`config.mk`:
```
export PLATFORM = sky130hd
export DESIGN_NAME = uart_rx_cfg
export DESIGN_NICKNAME = d
export VERILOG_FILES = /design/src/rtl/uart_rx_cfg.sv
export SDC_FILE = /design/constraint.sdc
export NUM_CORES = 1
export LEC_CHECK = 0
export BUFFER_PORTS_ARGS = -buffer_cell sky130_fd_sc_hd__buf_2
export CORE_UTILIZATION = 60
export CTS_CLUSTER_DIAMETER = 80
export CTS_CLUSTER_SIZE = 20
export DETAILED_ROUTE_END_ITERATION = 12
export GPL_ROUTABILITY_DRIVEN = 0
export PLACE_DENSITY = 0.79
export SYNTH_ARGS = -nofsm -noshare
export SYNTH_HDL_FRONTEND = slang
export SYNTH_SLANG_ARGS = --single-unit
```
`constraint.sdc`:
```
create_clock -name clk50m -period 2.7 [get_ports clk50m]
set_input_delay 0.135 -clock clk50m [delete_from_list [all_inputs] [get_ports clk50m]]
set_output_delay 0.135 -clock clk50m [all_outputs]
set_load 0.02 [all_outputs]
```
`src/rtl/uart_rx_cfg.sv`:
```
// Configurable UART receiver: 5..9 data bits, none/even/odd parity, 1 or 2 stop bits.
// Define UART_RX_MAJORITY_EN to use a 2-of-3 vote around every mid-bit sample point.
`timescale 1ns/1ps
module uart_rx_cfg #(
    parameter int CLK_FREQ  = 50_000_000,
    parameter int BAUD      = 115_200,
    parameter int DATA_BITS = 8,
    parameter int PARITY    = 0,
    parameter int STOP_BITS = 1
) (
    input  logic                 clk50m,
    input  logic                 rst_n,
    input  logic                 rx,
    output logic [DATA_BITS-1:0] rx_data,
    output logic                 rx_ready,
    output logic                 rx_error,
    output logic                 rx_frame_err,
    output logic                 rx_parity_err,
    output logic                 rx_idle
);
    localparam int CLKS_PER_BIT = CLK_FREQ / BAUD;
    localparam int HALF_BIT     = CLKS_PER_BIT / 2;
    localparam int CNT_W        = $clog2(CLKS_PER_BIT + 1);
    localparam int BIT_W        = $clog2(DATA_BITS + 1);

`ifdef UART_RX_MAJORITY_EN
    localparam int START_AT = HALF_BIT + 1;
`else
    localparam int START_AT = HALF_BIT;
`endif

    localparam logic [CNT_W-1:0] START_END = CNT_W'(START_AT);
    localparam logic [CNT_W-1:0] BIT_END   = CNT_W'(CLKS_PER_BIT - 1);
    localparam logic [CNT_W-1:0] HALF_END  = CNT_W'(HALF_BIT - 1);
    localparam logic [CNT_W-1:0] LAST_END  = CNT_W'(CLKS_PER_BIT - HALF_BIT - 1);
    localparam logic [BIT_W-1:0] DATA_LAST = BIT_W'(DATA_BITS - 1);
    localparam logic [1:0]       STOP_LAST = 2'(STOP_BITS - 1);

    typedef enum logic [2:0] {
        S_IDLE,
        S_START,
        S_DATA,
        S_PARITY,
        S_STOP,
        S_DONE
    } state_t;

    state_t               state, state_next;
    logic [1:0]           sync_q;
    logic                 rxs, rxs_prev;
    logic                 start_edge;
    logic                 bit_val;
    logic [CNT_W-1:0]     cnt;
    logic [BIT_W-1:0]     bit_idx;
    logic [1:0]           stop_idx;
    logic                 stop_mon;
    logic                 stop_done;
    logic [DATA_BITS-1:0] shreg;
    logic                 frame_flag, par_flag;

    function automatic logic parity_ok(input logic [DATA_BITS-1:0] word, input logic pbit);
        logic ones;
        ones = ^word;
        if (PARITY == 2) return pbit == ~ones;
        return pbit == ones;
    endfunction

    assign rxs        = sync_q[1];
    assign start_edge = rxs_prev & ~rxs;
    assign rx_idle    = (state == S_IDLE);

    always_ff @(posedge clk50m or negedge rst_n) begin
        if (!rst_n) begin
            sync_q   <= 2'b11;
            rxs_prev <= 1'b1;
        end else begin
            sync_q   <= {sync_q[0], rx};
            rxs_prev <= rxs;
        end
    end

`ifdef UART_RX_MAJORITY_EN
    // Two previous rxs samples; together with the current one they span mid-1..mid+1.
    logic [1:0] hist;

    function automatic logic maj3(input logic a, input logic b, input logic c);
        return (a & b) | (a & c) | (b & c);
    endfunction

    always_ff @(posedge clk50m or negedge rst_n) begin
        if (!rst_n) hist <= 2'b11;
        else        hist <= {hist[0], rxs};
    end

    assign bit_val = maj3(hist[1], hist[0], rxs);
`else
    assign bit_val = rxs;
`endif

    // Stop window ends at mid of the last stop bit; earlier stop bits run a full bit.
    assign stop_done = stop_mon && (stop_idx == STOP_LAST) && (cnt == LAST_END);

    always_ff @(posedge clk50m or negedge rst_n) begin
        if (!rst_n) state <= S_IDLE;
        else        state <= state_next;
    end

    always_comb begin
        state_next = state;
        case (state)
            S_IDLE:   if (start_edge) state_next = S_START;
            S_START:  if (cnt == START_END) state_next = bit_val ? S_IDLE : S_DATA;
            S_DATA:   if (cnt == BIT_END && bit_idx == DATA_LAST)
                          state_next = (PARITY != 0) ? S_PARITY : S_STOP;
            S_PARITY: if (cnt == BIT_END) state_next = S_STOP;
            S_STOP:   if (stop_done) state_next = S_DONE;
            S_DONE:   state_next = S_IDLE;
            default:  state_next = S_IDLE;
        endcase
    end

    always_ff @(posedge clk50m or negedge rst_n) begin
        if (!rst_n) begin
            cnt           <= '0;
            bit_idx       <= '0;
            stop_idx      <= '0;
            stop_mon      <= 1'b0;
            shreg         <= '0;
            frame_flag    <= 1'b0;
            par_flag      <= 1'b0;
            rx_data       <= '0;
            rx_ready      <= 1'b0;
            rx_error      <= 1'b0;
            rx_frame_err  <= 1'b0;
            rx_parity_err <= 1'b0;
        end else begin
            case (state)
                S_IDLE: begin
                    cnt      <= '0;
                    bit_idx  <= '0;
                    stop_idx <= '0;
                    stop_mon <= 1'b0;
                    if (start_edge) begin
                        rx_ready      <= 1'b0;
                        rx_error      <= 1'b0;
                        rx_frame_err  <= 1'b0;
                        rx_parity_err <= 1'b0;
                        frame_flag    <= 1'b0;
                        par_flag      <= 1'b0;
                    end
                end
                S_START: begin
                    if (cnt == START_END) cnt <= '0;
                    else                  cnt <= cnt + 1'b1;
                end
                S_DATA: begin
                    if (cnt == BIT_END) begin
                        cnt     <= '0;
                        shreg   <= {bit_val, shreg[DATA_BITS-1:1]};
                        bit_idx <= bit_idx + 1'b1;
                    end else begin
                        cnt <= cnt + 1'b1;
                    end
                end
                S_PARITY: begin
                    if (cnt == BIT_END) begin
                        cnt      <= '0;
                        par_flag <= ~parity_ok(shreg, bit_val);
                    end else begin
                        cnt <= cnt + 1'b1;
                    end
                end
                S_STOP: begin
                    if (!stop_mon) begin
                        // Half a bit from the last mid-bit sample reaches the stop-bit boundary.
                        if (cnt == HALF_END) begin
                            cnt      <= '0;
                            stop_mon <= 1'b1;
                        end else begin
                            cnt <= cnt + 1'b1;
                        end
                    end else begin
                        if (!rxs) frame_flag <= 1'b1;
                        if (stop_done) begin
                            cnt <= '0;
                        end else if (stop_idx != STOP_LAST && cnt == BIT_END) begin
                            cnt      <= '0;
                            stop_idx <= stop_idx + 1'b1;
                        end else begin
                            cnt <= cnt + 1'b1;
                        end
                    end
                end
                S_DONE: begin
                    if (frame_flag || par_flag) begin
                        rx_data       <= '0;
                        rx_ready      <= 1'b0;
                        rx_frame_err  <= frame_flag;
                        rx_parity_err <= par_flag;
                        rx_error      <= 1'b1;
                    end else begin
                        rx_data  <= shreg;
                        rx_ready <= 1'b1;
                    end
                end
                default: cnt <= '0;
            endcase
        end
    end

endmodule

```
* Word level (Yosys, flattened, before mapping)
Cells that the tools add are included.
** Storage, ports and cells
- Output and inout bits :: 13
- Register bits after elaboration :: 44
- Bits of input ports :: 3
- Word-level logic and storage cells :: 102
** Cells by class
- Multiplexer cells :: 38
- Add/subtract/negate cells :: 3
- Reduce and logical (&&, ||, !) cells :: 22
- Bitwise gates (word level) :: 3
- Equality and inequality tests :: 21
** Operators by type and width (count)
- two-way mux 9 bit :: 6
- case mux 9 bit (4 select lines) :: 1
- != test 2 bit (second input constant) :: 10
- equality test 9 x 8 -> 1 bit (second input constant) :: 2
- two-way mux 3 bit :: 5
- case mux 3 bit (5 select lines) :: 1
- case mux 1 bit (2 select lines) :: 7
- two-way mux 1 bit :: 10
- nonzero test 2 bit :: 5
- adder 9 x 1 -> 9 bit (second input constant) :: 1
- equality test 9 bit (second input constant) :: 1
- two-way mux 2 bit :: 4
- two-way mux 8 bit :: 1
- case mux 4 bit (2 select lines) :: 1
- AND reduction 4 bit :: 2
- XOR reduction 8 bit :: 1
- equality test 3 x 2 -> 1 bit (second input constant) :: 2
- equality test 3 bit (second input constant) :: 2
- AND reduction 2 bit :: 3
- AND reduction 3 bit :: 2
- AND reduction 5 bit :: 1
- adder 4 x 1 -> 4 bit (second input constant) :: 1
- equality test 4 x 3 -> 1 bit (second input constant) :: 1
- logical AND 1 bit :: 4
- other kinds (12) :: 13

* Logic depth before layout (Yosys ltp)
Gate-level depths: netlist of run 1.
- Word-level depth :: 6
- Depth in mapped cells :: 8
- Depth with buffers taken out :: 6

* Worst setup path after synthesis of run 1
OpenSTA, ideal clock, no wires.
- Path kind :: register -> register
- Start :: reg state[2]
- End :: reg state[0]
- Data arrival time :: 1.941 ns
- Period minus slack after synthesis :: 2.066 ns
- Stages on the path, launching flop included :: 6
- Library setup time :: 0.125 ns
- Path buffers :: 1
- Data required time :: 2.575 ns
- Slack :: 0.634 ns
- Cell sequence :: dfrtp_1 clkbuf_1 nor3_1 a22oi_1 nand4bb_1 mux2_2
** Between the ends
- Cells in the longest elaborated chain, start to end :: 3
- Elaborated cells between the ends (all ways) :: 12
- Those cells by class :: eq/ne (9); mux (1); reduce/logical (2)
** Ends and longest elaborated chain
- start, declared :: line 48 : state_t state, state_next;
- start signal, assigned :: line 105 : else state <= state_next;
- logical NOT 3 bit (*)
- named net rx_idle :: line 19 : output logic rx_idle
- != test 2 x 1 -> 1 bit (no line)
- AND reduction 5 bit (no line)
The timed path passes the listed nets; every way through them passes the cells marked *.
A chain may end at the register's enable or synchronous reset.

* Worst setup path in the final report of run 1
- Start :: reg state[2]
- End :: reg cnt[2]
** Between the ends
- Cells in the longest elaborated chain, start to end :: 3
- Elaborated cells between the ends (all ways) :: 7
- Those cells by class :: eq/ne (5); mux (1); reduce/logical (1)
** Ends and longest elaborated chain
- equality test 3 x 2 -> 1 bit :: line 137 : case (state)
- OR reduction 2 bit (no line)
- case mux 9 bit (4 select lines) :: line 137
- end signal, assigned :: line 154 : else cnt <= cnt + 1'b1;
- end signal, assigned :: line 162 : cnt <= cnt + 1'b1;
- end signal, assigned :: line 170 : cnt <= cnt + 1'b1;
- end, declared :: line 53 : logic [CNT_W-1:0] cnt;
Parallel ways exist; a longest one is shown, timed or not.

==> results of run 1 <==
==> final timing paths <==
path                                       endpoint  slack (ns)  cells past startpoint
worst min register to register  sync_q[1]$_DFF_PN1_        0.36                      0
worst min-delay path             cnt[1]$_DFFE_PN0N_       -0.03                      1
worst max register to register   cnt[2]$_DFFE_PN0N_        0.42                      4
max in group asynchronous        cnt[7]$_DFFE_PN0N_        2.14                      1
min in group clk50m             sync_q[1]$_DFF_PN1_        0.36                      0
worst max-delay path             cnt[2]$_DFFE_PN0N_        0.42                      4
==> final cells by class <==
class | instances | area [sq um]
clock inverters | 1 | 7.51
inverters | 14 | 52.6
flip-flops and latches | 44 | 1100
multi-input cells | 156 | 1150
clock buffers | 7 | 86.3
repair buffers | 21 | 123
well taps | 48 | 60.1
fillers | 287 | 1130
==> kinds of logic after synthesis <==
kind of cell             after synthesis
buffers and inverters                 25
multiplexers                          13
flip-flops                            44
adder cells (fa/ha/maj)                5
AND/OR/NAND/NOR                       87
AO/OA/AOI/OAI                         42
XOR/XNOR                               9
==> Yosys cell counts (all sizes together) (3+ instances only) <==
cell type	number	area, sq um
nand3	18	90.1
nand2	31	116
nor4	3	18.8
ha	5	62.6
o21ai	5	25.0
o41ai	14	138
xor2	4	35.0
inv	14	52.6
nor3	3	15.0
a22oi	4	40.0
nand3b	3	22.5
xnor2	4	35.0
dfstp	3	78.8
dfrtp	41	1030
clkbuf	4	15.0
mux2	11	124
nor3b	3	22.5
o21a	3	22.5
buf	7	52.5
nor2	10	37.5
==> power breakdown <==
group / leakage [uW] / internal [uW] / total (uW) / switching, uW
logic: 0.000633 / 167 / 342 / 176
registers: 0.000583 / 728 / 832 / 104
clock network: 0.0000445 / 208 / 433 / 226
==> worst max-delay path, delay by kind of cell, from the launching register on <==
kind	cells	cell delay, ns
AOI/OAI and AO/OA	3	1.21
DFF	1	0.52
and+or+nand+nor	1	0.47
==> metrics by stage <==
| stage | util (%) | hold slack, ns | total power (uW) | area, sq um |
|---|---|---|---|---|
| after global routing | 69.6 | 0.0704 | 1700 | 2580 |
| after detailed placement | 66.8 | 0.246 | 1180 | 2480 |
| final | 69.6 | -0.0336 | 1610 | 2580 |
| after CTS | 69.6 | 0.0156 | 1620 | 2580 |
| after floorplan | - | -0.161 | 1090 | 2380 |
| after global placement | 66.8 | 0.240 | 1170 | 2480 |
==> routing by layer <==
metal,global-route usage [%],part of all wire (%),vias up
met2,37.4,47,38
met3,5.11,3.6,7
li1,-,-,855
met5,0,0,-
met4,13.3,2.5,0
met1,34.9,47,885
==> what timing repair did <==
| action | 4_1_cts | 5_1_grt |
|---|---|---|
| hold buffers | 1 | 0 |
| setup buffers | 0 | 0 |
| endpoints found under the hold margin | 1 | 0 |
==> flip-flops by register name, summed over array words and instances (netlist names) <==
signal and count:
rx_data 8, rx_error 1, rx_ready 1, stop_mon 1, state 3, rx_parity_err 1, par_flag 1, sync_q 2
frame_flag 1, bit_idx 4, rxs_prev 1, rx_frame_err 1, shreg 8, stop_idx 2, cnt 9
==> qor.csv, run 1 <==
metric,value,unit
status,"finished, violations left",
violations,negative hold slack,
slowest_delay,0.83,ns
finalSetupTns,0,ns
htreeDepth,2,
max_freq,439,MHz
start_kind,flip-flop,
critPathArrivalTime,2.50,ns
io_buffers,15,
clockBufferDepth,2,
timing.rr.start,state[2]$_DFFE_PN0P_,
grt_overflow,0,
fin_crit_sh,84.4,%
dieArea,4220,sq um
p_leak,0.00126,uW
cp_cell_sequence,or3b_4 > a2111oi_4 > o41ai_1 > a22oi_1,
cts_tree,yes,
vdd_drop_max,0.490,mV
grt_pass1_wl,7.87,mm
num_rows,22,
fin_skew,0.00388,ns
synth_compound_area_share,16.7,%
root_buffer,clkbuf_8,
dp.cells,282,
ys_ff_latch,44,
synth-simple-area-share,19.2,%
ys_seq_area_share,46.5,%
drc,0,
core,3720,sq um
syn_nets,233,
cts_resized,0,
grt_pass1_vias,1636,
ys_warn_count,0,
synth_edf_count,0,
fin_nets,250,
drv_slew,0,
via_per_inst,6.13,
rsz0062_at_grt,false,
insertion_delay,0.30,ns
layout-drive-gt1-share,21.8,%
io_pins,16,
critPathMaxFanout,15,
stdcell_count,291,
slew_headroom,37.2,%
hold_class,primary input to async pin,
dieHeight,64.9,um
slowest_stage,a2111oi_4,
netlist_instances,225,
cp-startpoint,state[2]$_DFFE_PN0P_,
clk_pin_slew,0.08,ns
antenna_found_initial,0,
num_vias,1785,
synth_top_family_by_area,simple AND/OR/NAND/NOR gates,
yosys.area_share.xor_xnor,3.90,%
final_common_cell,dfrtp_1,
die-width,64.9,um
synth_area,2380,sq um
tightest_slew,0.942,ns
routed_wl,4.64,mm
drt_iter0_markers,103,
ys_types,51,
avgSynthCellArea,10.6,sq um
cts-buffers-inserted,5,
crit_path_end_kind,flip-flop,
place_ws,0.442,ns
grt.total_usage,25.3,%
muxShareOfSynthArea,6.06,%
antenna_cells,0,
synth_fa_ha_area_share,2.63,%
setup_slack,0.421,ns
final_hold_viol_count,41,
cp.required,2.92,ns
ys_async_sr_fraction,100,%
cts.sinks,44,
start_util,63.9,%
setup_violations,0,
period_needed,2.28,ns
grt_max_degree,45,
dpl.hpwl,3.19,mm
routedWlPerCell,15.9,um
yosys_most_used_dff,dfrtp_1,
antenna_left,0,
worstSetupPathType,flip-flop to flip-flop,
drt_first_pass_iters,6,
area_growth,8.79,%
drv_cap,0,
power.density,622,nW/um^2
hold_slack,-0.0336,ns
layout_common_cells,"41 x dfrtp_1, 31 x nand2_1, 18 x nand3_1, 15 x buf_2, 14 x inv_1",
No activity file was read; power rests on OpenSTA's default activity.
==> run 2: changes to the inputs <==
ABC_AREA = 1   (was unset)
clock period = 2.2 ns   (was 2.7 ns; I/O delays follow)
==> qor.csv, run 2 <==
metric,value,unit
status,"complete, no violations",
regMostFlops,cnt,
clk_pin_slew,0.08,ns
final_common_cell,nand2_1,
die-width,65.3,um
muxShareOfSynthArea,0,%
synth_area,2410,sq um
rsz0062_at_grt,false,
hold_class,primary input to async pin,
antenna_left,0,
num_rows,22,
routedWlPerCell,12.8,um
crit_end,bit_idx[2]$_DFFE_PN0P_,
ys_top_cells_by_area,"dfrtp_1 43%, nand2_1 18%, inv_1 5.8%",
insertion_delay,0.30,ns
synth_most_common_cell,nand2_1,
grt.total_usage,27.3,%
critPathArrivalTime,1.86,ns
postCtsSetupBuffers,0,
cts-buffers-inserted,5,
io_buffers,15,
period_needed,1.68,ns
synth_compound_area_share,7.38,%
critPathMaxFanout,18,
ys_warn_count,0,
drv_slew,0,
core,3740,sq um
ys_ff_latch,44,
num_vias,2048,
dieHeight,65.3,um
grt_pass1_vias,1970,
place_ws,0.550,ns
area_growth,10.6,%
ys_types,30,
cts_tree,yes,
layout_common_cells,"117 x nand2_1, 41 x dfrtp_1, 37 x inv_1, 27 x nand3_1, 25 x o21ai_0",
finalSetupTns,0,ns
synth_edf_count,0,
p_leak,0.00141,uW
vdd_drop_max,0.474,mV
drt_iter0_markers,127,
cp-startpoint,cnt[1]$_DFFE_PN0N_,
ys_top_cells_by_count,"117 x nand2_1, 41 x dfrtp_1, 37 x inv_1",
drv_cap,0,
synth_fa_ha_area_share,2.60,%
r2r_cells,9,
htreeDepth,2,
fin_nets,353,
ys_async_sr_fraction,100,%
yosys.area_share.xor_xnor,0.728,%
hold_slack,0.241,ns
synth_top_family_by_area,simple AND/OR/NAND/NOR gates,
layout-drive-gt1-share,15.3,%
max_freq,595,MHz
worstSetupPathType,flip-flop to flip-flop,
io_pins,16,
worstReg2RegEnd,bit_idx[2]$_DFFE_PN0P_,
cp.required,2.38,ns
yosysTopAreaCell,dfrtp_1,
via_per_inst,5.20,
dpl.hpwl,3.68,mm
ys_seq_area_share,45.9,%
netlist_instances,321,
grt_max_degree,31,
setup_violations,0,
grt_pass1_wl,8.65,mm
cts.sinks,44,
fin_skew,0.00935,ns
syn_nets,329,
reg.largest.list,"cnt x9, rx_data x8, shreg x8",
grt_overflow,0,
setup_slack,0.519,ns
drt_first_pass_iters,4,
final_hold_viol_count,0,
antenna_found_initial,0,
yosys_most_used_dff,dfrtp_1,
start_kind,flip-flop,
power.density,778,nW/um^2
synth_top_cell_area_share,42.6,%
slew_headroom,70.3,%
crit_path_end_kind,flip-flop,
rrSetupSlack,0.52,ns
clockBufferDepth,2,
largest_reg_flops,9,
start_util,64.3,%
fin_crit_sh,76.4,%
drc,0,
root_buffer,clkbuf_8,
routed_wl,5.04,mm
timing.rr.start,cnt[1]$_DFFE_PN0N_,
tightest_slew,0.441,ns
dieArea,4270,sq um
avgSynthCellArea,7.50,sq um
synth-simple-area-share,35.6,%
antenna_cells,0,
-- run 2: changes by cell type in the layout (fill, tap and decap cells not counted), sizes merged, moves of 3 or more --
cell and change:
a21oi +4, a22oi -4, buf -3, inv +31
mux2 -11, nand2 +93, nand3 +9, nor2 +15
nor4 -3, o21a -3, o21ai +23, o41ai -14
xnor2 -3, xor2 -3
-- run 2: how the worst min path moves through the flow --
| stage | slack (ns) | startpoint | endpoint | depth (start not counted) |
|---|---|---|---|---|
| final | 0.24 | rst_n | cnt[5]$_DFFE_PN0N_ | 2 |
| after global routing | 0.28 | rst_n | cnt[4]$_DFFE_PN0N_ | 2 |
| after CTS | 0.25 | rst_n | cnt[5]$_DFFE_PN0N_ | 2 |
| after detailed placement | 0.04 | rst_n | cnt[4]$_DFFE_PN0N_ | 1 |
| after global placement | 0.04 | rst_n | cnt[4]$_DFFE_PN0N_ | 1 |
| after floorplan | -0.19 | rst_n | bit_idx[0]$_DFFE_PN0P_ | 0 |
-- run 2: cell type report --
| type | count | area [sq um] |
|---|---|---|
| fillers | 320 | 1080 |
| flip-flops and latches | 44 | 1100 |
| clock buffers | 8 | 100 |
| well taps | 48 | 60.1 |
| inverters | 45 | 171 |
| multi-input cells | 230 | 1110 |
| repair buffers | 19 | 110 |
-- run 2: where the power goes --
| part | internal (uW) | switching (uW) | leakage [uW] |
|---|---|---|---|
| clock | 286 | 253 | 0.0000515 |
| combinational | 176 | 445 | 0.000759 |
| sequential | 855 | 54.5 | 0.000600 |
-- run 2: kinds of logic (layout without fill, tap and decap cells) --
logic type | Yosys count | count (layout)
AND/OR/NAND/NOR | 188 | 188
buffers and inverters | 47 | 72
flip-flops | 44 | 44
AO/OA/AOI/OAI | 35 | 35
adder cells (fa/ha/maj) | 5 | 5
XOR/XNOR | 2 | 2
-- run 2: through the flow --
stage	cell area [sq um]	cells	total power, uW	util [%]
finish	2660	394	2070	71.1
CTS	2660	394	2090	71.1
global route	2660	394	2190	71.1
floorplan	2410	321	1370	-
global placement	2540	384	1520	67.8
detailed placement	2540	384	1530	67.8
-- run 2: repair_timing --
item / 4_1_cts / 5_1_grt
hold buffers: 2 / 0
endpoints found under the hold margin: 15 / 0
gates resized for setup: 0 / 0
-- run 2: per-layer routing --
| layer | track usage (%) | share of wire [%] | vias to the layer above |
|---|---|---|---|
| li1 | - | - | 1050 |
| met2 | 45.9 | 50 | 27 |
| met5 | 0 | 0 | - |
| met3 | 5.38 | 2.5 | 5 |
| met4 | 9.78 | 1.2 | 0 |
| met1 | 34.8 | 47 | 966 |
-- run 2: worst max-delay path, cell delays in order, from the launching register on --
cell     delay (ns)
dfrtp_1        0.42
inv_1          0.10
ha_1           0.17
nand2_1        0.08
nor2_2         0.18
nand2_4        0.09
nor2_8         0.22
inv_4          0.07
o21ai_0        0.17
nor2_1         0.07
==> run 3: changes to the inputs <==
clock period = 1.7 ns   (was 2.2 ns; I/O delays follow)
==> qor.csv, run 3 (synthesized netlist as in run 2, its figures left out) <==
metric,value,unit
crit_path_end_kind,flip-flop,
regMostFlops,cnt,
die-width,65.3,um
antenna_cells,0,
antenna_found_initial,0,
intPower,1780,uW
power_frac_comb,29.5,%
grt_overflow,0,
core,3740,sq um
root_buffer,clkbuf_8,
fin_util,72.6,%
grt.total_usage,26.7,%
final_common_cell,nand2_1,
status,"complete, no violations",
cts.sinks,44,
drt_first_pass_iters,4,
slew_headroom,71.6,%
multi_input_area,1140,sq um
critPathMaxFanout,4,
drv_cap,0,
power.total,2790,uW
vdd_drop_max,0.763,mV
dpl.hpwl,3.66,mm
setup_slack,0.109,ns
p_leak,0.00143,uW
max_freq,629,MHz
grt_max_degree,17,
htreeDepth,2,
rsz0062_at_grt,true,
postCtsSetupBuffers,0,
layout-drive-gt1-share,17.8,%
hold_class,primary input to async pin,
rrSetupSlack,0.11,ns
tightest_slew,0.421,ns
antenna_left,0,
routed_wl,4.93,mm
clk_pin_slew,0.08,ns
worstSetupPathType,flip-flop to flip-flop,
via_per_inst,5.20,
p_switching,1000,uW
fill_cells,320,
cp.required,1.90,ns
dp.cells,387,
drc,0,
power.density,1030,nW/um^2
num_vias,2063,
setup_violations,0,
cts_tree,yes,
clockBufferDepth,2,
dieHeight,65.3,um
final_hold_viol_count,0,
layout.area.seq,1100,sq um
netSwitchingFraction,36.0,%
seqPwrFrac,42.2,%
io_pins,16,
drt_iter0_markers,153,
fin_skew,0.00654,ns
start_kind,flip-flop,
critPathArrivalTime,1.79,ns
fin_crit_sh,93.6,%
area_growth,12.9,%
place_ws,0.126,ns
grt_pass1_vias,2063,
dieArea,4270,sq um
drv_slew,0,
fin_nets,356,
insertion_delay,0.29,ns
start_util,64.3,%
largest_reg_flops,9,
io_buffers,15,
cts-buffers-inserted,5,
period_needed,1.59,ns
layout_common_cells,"117 x nand2_1, 41 x dfrtp_1, 36 x inv_1, 26 x nand3_1, 25 x o21ai_0",
reg.largest.list,"cnt x9, rx_data x8, shreg x8",
stdcell_count,397,
clock_power_share,28.3,%
num_rows,22,
routedWlPerCell,12.4,um
grt_pass1_wl,8.58,mm
[run 3: path summary, 6_finish.rpt]
check / from / endpoint / depth (start not counted)
hold reg to reg: sync_q[0]$_DFF_PN1_ / sync_q[1]$_DFF_PN1_ / 0
setup / recovery: cnt[1]$_DFFE_PN0N_ / state[1]$_DFFE_PN0P_ / 10
hold / removal: rst_n / cnt[2]$_DFFE_PN0N_ / 2
max in group asynchronous: rst_n / sync_q[0]$_DFF_PN1_ / 3
min in group clk50m: sync_q[0]$_DFF_PN1_ / sync_q[1]$_DFF_PN1_ / 0
setup reg to reg: cnt[1]$_DFFE_PN0N_ / state[1]$_DFFE_PN0P_ / 10
[run 3: critical path, stage by stage, from the launching register on]
cell,delay [ns]
dfrtp_1,0.42
inv_2,0.07
ha_2,0.17
nand2_1,0.08
nor2_4,0.12
nand2_4,0.09
nand2_1,0.07
nand2_1,0.07
nor2_1,0.09
nand2_1,0.11
o21bai_1,0.21
[run 3: area by class of cell]
class	count	area share (%)
clock buffer	5	2.53
multi-input combinational	230	41.8
inverter	45	6.31
sequential	44	40.7
clock inverter	3	1.57
timing repair buffer	22	4.88
tap	48	2.21
[run 3: repair_timing]
action / CTS / global route
endpoints found under the hold margin: 15 / 0
hold buffers: 2 / 0
endpoints found under the setup margin: 0 / 19
gates resized for setup: 0 / 7
[run 3: power by group through the flow]
stage	combinational (uW)	clock, uW	sequential, uW
2_1_floorplan	574	0	1190
3_3_place_gp	776	0	1190
3_5_place_dp	787	0	1190
4_1_cts	809	805	1170
5_1_grt	918	842	1180
6_report	823	790	1180
[run 3: metal layers]
metal | vias up | part of all wire (%) | wire length (um) | global-route usage, %
li1 | 1062 | - | - | -
met1 | 960 | 46 | 2270 | 32.7
met2 | 33 | 49 | 2420 | 45.7
met3 | 8 | 3.1 | 151 | 4.69
met4 | 0 | 1.8 | 88 | 12.2
met5 | - | 0 | 0 | 0
[run 3: stage by stage]
step / TNS [ns] / hold WS (ns) / cell area, sq um
after floorplan: 0 / -0.211 / 2410
after global placement: 0 / 0.00819 / 2560
after detailed placement: 0 / 0.00731 / 2560
after CTS: 0 / 0.224 / 2690
after global routing: -0.0172 / 0.250 / 2720
final: 0 / 0.222 / 2720
